`src/rtl/perf_counter_unit.sv`:
```
// perf_counter_unit: performance monitor downstream of the pipeline writeback stage.
// Counts cycles, retired instructions, stalls and flushes while armed and not frozen.
// It also keeps an atomic snapshot of the cycle and retired-instruction counts.
//
// Ports:
//   clk            rising-edge clock
//   reset          asynchronous active-high reset
//   run_i          arms counting (pipeline out of reset and fetching)
//   freeze_i       holds all counters
//   clear_i        synchronous zeroing of counters and overflow flag
//   retire_i       a valid instruction completes W this cycle
//   stall_i        StallF asserted this cycle
//   flush_i        FlushE asserted this cycle
//   snap_i         capture cycle_count / instr_retired into the snapshot pair
//   cycle_count    cycles counted
//   instr_retired  retire pulses counted
//   stall_count    stall cycles counted (always 0 when STALL_FWD = 0)
//   flush_count    flush cycles counted
//   snap_cycles    snapshot of cycle_count
//   snap_instrs    snapshot of instr_retired
//   ovf_o          sticky: an increment was attempted on a saturated counter
//   state_o        00 IDLE, 01 COUNT, 10 FROZEN
module perf_counter_unit #(
  parameter int unsigned CNT_W     = 32,
  parameter bit          STALL_FWD = 1'b1
) (
  input  logic             clk,
  input  logic             reset,
  input  logic             run_i,
  input  logic             freeze_i,
  input  logic             clear_i,
  input  logic             retire_i,
  input  logic             stall_i,
  input  logic             flush_i,
  input  logic             snap_i,
  output logic [CNT_W-1:0] cycle_count,
  output logic [CNT_W-1:0] instr_retired,
  output logic [CNT_W-1:0] stall_count,
  output logic [CNT_W-1:0] flush_count,
  output logic [CNT_W-1:0] snap_cycles,
  output logic [CNT_W-1:0] snap_instrs,
  output logic             ovf_o,
  output logic [1:0]       state_o
);

  typedef enum logic [1:0] {
    StIdle   = 2'b00,
    StCount  = 2'b01,
    StFrozen = 2'b10
  } state_e;

  localparam logic [CNT_W-1:0] One = {{(CNT_W-1){1'b0}}, 1'b1};

  state_e           state_q, state_d;
  logic [CNT_W-1:0] cycle_q, cycle_d;
  logic [CNT_W-1:0] instr_q, instr_d;
  logic [CNT_W-1:0] stall_q, stall_d;
  logic [CNT_W-1:0] flush_q, flush_d;
  logic [CNT_W-1:0] snap_cyc_q, snap_cyc_d;
  logic [CNT_W-1:0] snap_ins_q, snap_ins_d;
  logic             ovf_q, ovf_d;
  logic             count_en;
  logic             stall_inc;

  // Dropping run_i returns to IDLE from any state.
  always_comb begin
    state_d = state_q;
    if (!run_i) begin
      state_d = StIdle;
    end else begin
      unique case (state_q)
        StIdle:   state_d = StCount;
        StCount:  if (freeze_i) state_d = StFrozen;
        StFrozen: if (!freeze_i) state_d = StCount;
        default:  state_d = StIdle;
      endcase
    end
  end

  // Edges that leave COUNT, and the edge entering it, do not count.
  assign count_en  = (state_q == StCount) && (state_d == StCount);
  assign stall_inc = STALL_FWD && stall_i;

  always_comb begin
    cycle_d    = cycle_q;
    instr_d    = instr_q;
    stall_d    = stall_q;
    flush_d    = flush_q;
    ovf_d      = ovf_q;
    // Snapshot uses register values, so clear_i in the same cycle does not affect it.
    snap_cyc_d = snap_i ? cycle_q : snap_cyc_q;
    snap_ins_d = snap_i ? instr_q : snap_ins_q;
    if (clear_i) begin
      cycle_d = '0;
      instr_d = '0;
      stall_d = '0;
      flush_d = '0;
      ovf_d   = 1'b0;
    end else if (count_en) begin
      if (&cycle_q) ovf_d = 1'b1;
      else          cycle_d = cycle_q + One;
      if (retire_i) begin
        if (&instr_q) ovf_d = 1'b1;
        else          instr_d = instr_q + One;
      end
      if (stall_inc) begin
        if (&stall_q) ovf_d = 1'b1;
        else          stall_d = stall_q + One;
      end
      if (flush_i) begin
        if (&flush_q) ovf_d = 1'b1;
        else          flush_d = flush_q + One;
      end
    end
  end

  always_ff @(posedge clk or posedge reset) begin
    if (reset) begin
      state_q    <= StIdle;
      cycle_q    <= '0;
      instr_q    <= '0;
      stall_q    <= '0;
      flush_q    <= '0;
      snap_cyc_q <= '0;
      snap_ins_q <= '0;
      ovf_q      <= 1'b0;
    end else begin
      state_q    <= state_d;
      cycle_q    <= cycle_d;
      instr_q    <= instr_d;
      stall_q    <= stall_d;
      flush_q    <= flush_d;
      snap_cyc_q <= snap_cyc_d;
      snap_ins_q <= snap_ins_d;
      ovf_q      <= ovf_d;
    end
  end

  assign cycle_count   = cycle_q;
  assign instr_retired = instr_q;
  assign stall_count   = stall_q;
  assign flush_count   = flush_q;
  assign snap_cycles   = snap_cyc_q;
  assign snap_instrs   = snap_ins_q;
  assign ovf_o         = ovf_q;
  assign state_o       = state_q;

endmodule

```
`config.mk`:
```
export PLATFORM = sky130hd
export DESIGN_NAME = perf_counter_unit
export DESIGN_NICKNAME = d
export VERILOG_FILES = /design/src/rtl/perf_counter_unit.sv
export SDC_FILE = /design/constraint.sdc
export NUM_CORES = 1
export LEC_CHECK = 0
export ABC_AREA = 0
export CELL_PAD_IN_SITES_DETAIL_PLACEMENT = 0
export CELL_PAD_IN_SITES_GLOBAL_PLACEMENT = 2
export CORE_AREA = 2 2 171 240
export CTS_CLUSTER_DIAMETER = 40
export DETAILED_ROUTE_END_ITERATION = 16
export DIE_AREA = 0 0 173 242
export DONT_BUFFER_PORTS = 1
export PLACE_DENSITY = 0.5
export SETUP_SLACK_MARGIN = 0.2
export SLEW_MARGIN = 20
export SYNTH_ARGS = -nofsm -noshare
export SYNTH_HDL_FRONTEND = slang
export SYNTH_SLANG_ARGS = --single-unit
export TNS_END_PERCENT = 50
```
`constraint.sdc`:
```
create_clock -name clk -period 8 [get_ports clk]
set_input_delay 1.6 -clock clk [delete_from_list [all_inputs] [get_ports clk]]
set_output_delay 1.6 -clock clk [all_outputs]
set_load 0.02 [all_outputs]
```
==> out/results.env, run 1 <==
WL_UM=31300
CELL_WITH_THE_LARGEST_STAGE_DELAY_ON_THE_WORST_PATH='or4_2'
DIE_WIDTH_UM=173
CRIT_CHAIN='nand4bb_1 > buf_4 > a21oi_1 > nand2_1 > or4_2 > a21oi_1'
FP-ROW-COUNT=87
NUMBER_OF_ENABLE_TYPE_REGISTER_CELLS_IN_THE_SYNTHESIZED_NETLIST=0
SETUP.WORST_PATH.CLASS='in -> reg'
ROUTE.DETAILED.VIAS_PER_INST=5.11
WORST-SLEW-PIN-TRANSITION_NS=1.05
PORT-BUFFER-COUNT=0
TIMING.FINAL.SETUP_VIOLATIONS=0
DESIGN.CORE.AREA_SQ_MM=0.0398
LEAKAGE_nW=4.26
PLACEDINSTANCEAREA_SQ_MM=0.0104
RSZ0062_AT_GRT='no'
POST-PLACE-CELLS=1461
POWER.NET_SWITCHING_W=0.000488
FILLERS=4263
SYNTH.NET_COUNT=975
WORSTSKEWPAIRLATENCY_NS=0.45
BUF_INV_ON_CP=1
P_PER_AREA_mW_PER_MM2=186
FP.DIEH_UM=242
DIEAREA_SQ_MM=0.0419
INTERNAL-POWER_W=0.00156
TOP_LAYER_IN_USE='met4'
FIN_AREA_SQ_MM=0.0111
CTS-RESIZED-GATES=0
GRT_ANTENNA_BEFORE_REPAIR=0
MAXIMUM_NUMBER_OF_PINS_ON_ONE_NET_BEFORE_GLOBAL_ROUTE_REPAIR=146
DESIGN.PORTCOUNT=204
DRC=0
MOST_FREQUENT_CELLS_IN_THE_LAYOUT='195 x dfrtp_1, 78 x mux2_2, 78 x a21oi_1, 70 x nor2_1, 51 x nand2_1'
YOSYS_WARNINGS=0
IRDROPWORSTVDD_V=0.000107
HPWL_DP_UM=21300
TIMING_HOLD_VIOLATIONS_FINAL=0
GR-USAGE-ALL-LAYERS_PCT=15.1
SYNTH_CELLS=962
ROUTEDLENGTHMET1_UM=13300
POSTSYNTH.TOPFLOPCELL='dfrtp_1'
FINAL-INSTANCE-COUNT-EXCL-FILL=1493
DR_WL_MET3_UM=1640
GRT_PASS1_WL_UM=49800
CTS_SINK_CNT=195
SYNTH-SEQ-AREA-SHARE_PCT=49.8
TIMING.FINAL.CRIT_SHARE_PCT=41.0
SYNTH_ASYNC_SR_FLOP_SHARE_PCT=100
AVGSYNTHCELLAREA_SQ_UM=10.2
DRIVE_GT1_SHARE_PCT=15.5
GP_WEIGHTED_CONGESTION=0.706
HOLDBUFCOUNTCTS=0
YS_FF_LATCH=195
TOTAL_NEG_SETUP_SLACK_NS=0
CTS_HTREE_LEVELS=4
CLOCK_POWER_SHARE_PCT=48.4
MAX_STAGE_DELAY_NS=0.60
VIA_COUNT_OF_THE_FIRST_GLOBAL_ROUTING_PASS=7641
CTS_TREE='yes'
TIMING.CRITICAL_PATH.FANOUT_MAX=11
FIN_CRIT_NS=3.28
WORSTHOLDPATHTYPE='reg -> reg'
ANT_NETS=0
POST_CTS_REPAIR_TIMING_SETUP_BUFFER_COUNT=0
SYNTH_CELL_TYPES=58
TIMING.CLOCK.SKEW_NS=0.0178
AREAGROWTHSYNTHTOFINISH_PCT=12.8
INITIAL_CORE_UTIL_PCT=24.6
CLOCK_TREE.BUFFER_DEPTH=2
WORST_SLEW_MARGIN_RELATIVE_TO_ITS_LIMIT_PCT=29.9
MULTI_INPUT_AREA_SQ_MM=0.00469
P_SW_SHARE_PCT=23.8
TIMING.CRITICAL_PATH.REQUIRED_NS=8.38
WL_MET2_UM=16000
WORSTSETUPENDPOINTTYPE='flip-flop'
MAX_CAPACITANCE_VIOLATION_COUNT=0
CLOCK.FMAX_MHz=305
SYNTH_AREA_SQ_MM=0.00980
CRITPATHMOSTFREQUENTCELL='a21oi_1'
FRACTION_OF_POWER_CONSUMED_BY_SEQUENTIAL_LOGIC_PCT=48.8
CLOCKROOTBUFFER='clkbuf_16'
LAYOUT.AREA.SEQ_SQ_MM=0.00488
NETS=959
CRITICAL_PATH_ARRIVAL_NS=3.66
DR_TOTAL_VIAS=7630
CTS_MADE_BUFFERS=17
NUM_ANTENNA_CELLS=0
WL_PER_CELL_UM=21.0
TOTAL_CONGESTION_OVERFLOW_AFTER_GLOBAL_ROUTING=0
CP-START-KIND='input pin'
CLKTRANSATPATHREGS_NS=0.08
TIMING_MAX_TRANSITION_VIOLATIONS_FINAL=0
STATUS='complete, no violations'
DRT_FIRST_PASS_ITERS=5
MOSTFREQUENTLAYOUTCELL='dfrtp_1'
REPORT.POWER.TOTAL_W=0.00205
DRT_FIRST_ITER_VIOLATIONS=410
P_COMB_SHARE_PCT=2.7
CP_DELAY_BY_FAMILY_TOP='simple AND/OR/NAND/NOR gates'
metrics by stage:
step | worst slack (ns) | util (%) | hold WS, ns
floorplan | 1.09 | - | 0.601
global placement | 4.19 | 26.1 | 0.647
detailed placement | 4.16 | 26.1 | 0.654
CTS | 4.64 | 27.7 | 0.672
global route | 4.53 | 27.7 | 0.675
finish | 4.72 | 27.7 | 0.664
final timing paths:
| kind | start | to | slack [ns] | cells after the start |
|---|---|---|---|---|
| max | freeze_i | flush_count[11] | 4.72 | 6 |
| min | snap_instrs[17] | snap_instrs[17] | 0.66 | 1 |
| max reg2reg | cycle_count[0] | cycle_count[27] | 4.95 | 6 |
| min reg2reg | snap_instrs[17] | snap_instrs[17] | 0.66 | 1 |
| max in group asynchronous | reset | stall_count[27] | 5.63 | 2 |
| min in group asynchronous | reset | snap_cycles[16] | 1.16 | 1 |
cells by family (layout without fill, tap and decap cells):
group                      after synthesis  count (layout)  synth area share [%]
and+or+nand+nor                        387             387                  22.4
AOI/OAI and AO/OA                      201             201                  12.8
DFF                                    195             195                  49.8
muxes                                   81              81                  9.27
buffers and inverters                   64              61                  2.64
xor gates and xnor gates                30              30                  2.68
adders and majority gates                4               4                 0.511
power groups by stage:
stage               clock [W]  sequential, W  combinational (W)
finish               0.000994        0.00100          0.0000563
detailed placement          0        0.00102          0.0000602
CTS                   0.00104        0.00100          0.0000604
floorplan                   0        0.00102          0.0000548
global placement            0        0.00102          0.0000602
global route          0.00107        0.00100          0.0000653
cells in the mapped netlist (2+ instances only):
master	number	area share, %
inv_1	18	0.69
o311ai_0	4	0.36
ha_1	4	0.51
and2_1	4	0.26
mux2_2	78	9.0
o2111ai_1	3	0.27
nor4_1	28	1.8
or2_2	4	0.26
nand3_2	2	0.20
and3_1	13	0.83
a31o_2	2	0.18
a211o_1	2	0.18
xnor2_1	23	2.1
nand4_2	2	0.26
nand4bb_1	2	0.23
nor2b_1	14	0.89
o211ai_1	3	0.23
o31ai_1	27	2.1
or4_4	2	0.23
mux2i_1	3	0.31
o31a_1	2	0.18
a2111oi_0	2	0.18
and4_1	9	0.80
or3b_2	2	0.18
or4_1	31	2.4
a31oi_1	3	0.19
xor2_1	7	0.63
o21ai_0	46	2.3
buf_2	7	0.36
clkbuf_1	38	1.5
nand2_1	51	2.0
o21a_1	3	0.23
a21o_1	3	0.23
o21ai_1	2	0.10
nor2_1	70	2.7
o41ai_1	6	0.54
nor4b_1	5	0.45
nor3_1	14	0.71
a211oi_1	9	0.69
a21oi_1	78	4.0
a21bo_2	2	0.20
nand3_1	48	2.5
nand4_1	34	2.2
dfrtp_1	195	50
or3_1	44	2.8
metal layers:
layer  vias up  global-route usage (%)
li1       3600                       -
met2       153                    26.5
met5         -                       0
met3        22                    3.89
met1      3855                    18.1
met4         0                    4.74
state kept, by name (all words and copies together) (netlist names):
register	count
cycle_count	32
flush_count	32
instr_retired	32
snap_cycles	32
snap_instrs	32
stall_count	32
state_o	2
ovf_o	1
area by class of cell:
class	instances	share of cell area [%]
tap	534	6.04
timing repair buffer	11	0.747
clock buffer	20	4.22
sequential	195	44.1
clock inverter	12	1.71
inverter	18	0.679
multi-input combinational	703	42.4
No activity file was read; power rests on OpenSTA's default activity.
==> run 2, diff against run 1 <==
Clock period 8 ns to 3.2 ns, I/O delays scaled along.
==> out/results.env, run 2 (synthesis results as in run 1) <==
STATUS='complete, no violations'
GRT_PASS1_WL_UM=50900
CRIT_CHAIN='ha_1 > and3_1 > nand4bb_1 > or3_1 > or3_1 > a21oi_1'
TIMING.CRITICAL_PATH.FANOUT_MAX=8
AREAGROWTHSYNTHTOFINISH_PCT=15.8
NUM_ANTENNA_CELLS=0
ANT_NETS=0
ROUTE.DETAILED.VIAS_PER_INST=5.06
TIMING.FINAL.CRIT_SHARE_PCT=82.9
DRT_FIRST_ITER_VIOLATIONS=363
DRC=0
WORSTSKEWPAIRLATENCY_NS=0.46
CRITICAL_PATH_ARRIVAL_NS=3.02
WL_UM=32100
IRDROPWORSTVDD_V=0.000298
NETS=1005
MOST_FREQUENT_CELLS_IN_THE_LAYOUT='195 x dfrtp_1, 78 x mux2_2, 78 x a21oi_1, 70 x nor2_1, 54 x buf_4'
WL_PER_CELL_UM=20.9
MAX_STAGE_DELAY_NS=0.57
RSZ0062_AT_GRT='no'
TIMING_MAX_TRANSITION_VIOLATIONS_FINAL=0
VIA_COUNT_OF_THE_FIRST_GLOBAL_ROUTING_PASS=7813
HOLDWS_NS=0.104
FINAL_CORE_UTIL_PCT=28.5
MAX_CAPACITANCE_VIOLATION_COUNT=0
WORSTHOLDPATHTYPE='in -> async'
SETUP.WORST_PATH.CLASS='reg -> reg'
POST_CTS_REPAIR_TIMING_SETUP_BUFFER_COUNT=0
CP-START-KIND='flip-flop'
DESIGN.CORE.AREA_SQ_MM=0.0398
HOLDBUFCOUNTCTS=0
POST-PLACE-CELLS=1507
HPWL_DP_UM=22200
LEAKAGE_nW=4.47
DESIGN.PORTCOUNT=204
TIMING_HOLD_VIOLATIONS_FINAL=0
CTS_HTREE_LEVELS=4
DIE_WIDTH_UM=173
TIMING.CLOCK.SKEW_NS=0.0132
CLOCK_TREE.BUFFER_DEPTH=2
CELL_WITH_THE_LARGEST_STAGE_DELAY_ON_THE_WORST_PATH='or3_1'
CTS_TREE='yes'
DR_WL_MET3_UM=1830
DRT_FIRST_PASS_ITERS=4
GRT_ANTENNA_BEFORE_REPAIR=0
TOTAL_CONGESTION_OVERFLOW_AFTER_GLOBAL_ROUTING=0
DR_TOTAL_VIAS=7789
FP-ROW-COUNT=87
MOSTFREQUENTLAYOUTCELL='dfrtp_1'
CLOCKROOTBUFFER='clkbuf_16'
CTS_MADE_BUFFERS=17
REPORT.POWER.TOTAL_W=0.00489
CRITPATHMOSTFREQUENTCELL='or3_1'
CLOCK.FMAX_MHz=377
TIMING.FINAL.SETUP_VIOLATIONS=0
MAXIMUM_NUMBER_OF_PINS_ON_ONE_NET_BEFORE_GLOBAL_ROUTE_REPAIR=146
REG2REG_DEPTH=6
WORSTSETUPENDPOINTTYPE='flip-flop'
WORST-SLEW-PIN-TRANSITION_NS=0.800
CTS_SINK_CNT=195
CTS-RESIZED-GATES=0
FIN_CRIT_NS=2.65
FP.DIEH_UM=242
GR-USAGE-ALL-LAYERS_PCT=15.5
TOP_LAYER_IN_USE='met4'
TOTAL_NEG_SETUP_SLACK_NS=0
TIMING.CRITICAL_PATH.REQUIRED_NS=3.57
PORT-BUFFER-COUNT=0
ROUTEDLENGTHMET1_UM=13500
GP_WEIGHTED_CONGESTION=0.722
FINAL-INSTANCE-COUNT-EXCL-FILL=1539
INITIAL_CORE_UTIL_PCT=24.6
DIEAREA_SQ_MM=0.0419
WL_MET2_UM=16400
P_PER_AREA_mW_PER_MM2=431
WORST_SLEW_MARGIN_RELATIVE_TO_ITS_LIMIT_PCT=46.5
DRIVE_GT1_SHARE_PCT=19.3
CLKTRANSATPATHREGS_NS=0.08
[run 2: cell count changes in the layout (fill, tap and decap cells not counted)]
cell	previous run	this run
clkinv_4	0	3
buf_4	11	54
clkinvlp_4	0	4
bufinv_16	4	1
nor4_1	25	26
buf_12	0	3
nor4_2	3	2
inv_6	6	4
clkbuf_8	3	1
[run 2: area by class of cell]
| cell class | count | area (sq um) |
|---|---|---|
| fill | 4236 | 28500 |
| sequential | 195 | 4880 |
| multi-input combinational | 703 | 4690 |
| tap | 534 | 668 |
| timing repair buffer | 57 | 465 |
| clock buffer | 18 | 439 |
| clock inverter | 14 | 141 |
| inverter | 18 | 71.3 |
[run 2: final timing paths]
kind	start	endpoint	slack, ns
min	reset	snap_instrs[25]	0.10
max reg2reg	cycle_count[0]	cycle_count[26]	0.55
max in group asynchronous	reset	stall_count[14]	2.16
min in group clk	clear_i	stall_count[6]	0.24
max	cycle_count[0]	cycle_count[26]	0.55
min reg2reg	flush_count[16]	flush_count[16]	0.65
[run 2: per-stage QoR]
step           worst slack, ns  instance area, sq um
2_1_floorplan           0.0416                  9810
3_3_place_gp             0.444                 10800
3_5_place_dp             0.420                 10800
4_1_cts                  0.479                 11400
5_1_grt                  0.248                 11400
6_report                 0.549                 11400
[run 2: where the power goes]
part           internal [W]  total [W]  switching, W
Sequential          0.00247    0.00250     0.0000254
Clock               0.00112    0.00224       0.00112
Combinational     0.0000500   0.000161      0.000111
[run 2: worst max-delay path: cells and delay by family, from the launching register on]
kind	cells	cell delay, ns
and+or+nand+nor	4	1.54
AOI/OAI and AO/OA	1	0.15
adders and majority gates	1	0.33
DFF	1	0.55
[run 2: routing by layer]
metal / vias to the layer above / GRT usage [%]
li1: 3697 / -
met1: 3896 / 18.7
met2: 180 / 27.2
met3: 16 / 4.36
met4: 0 / 3.71
met5: - / 0
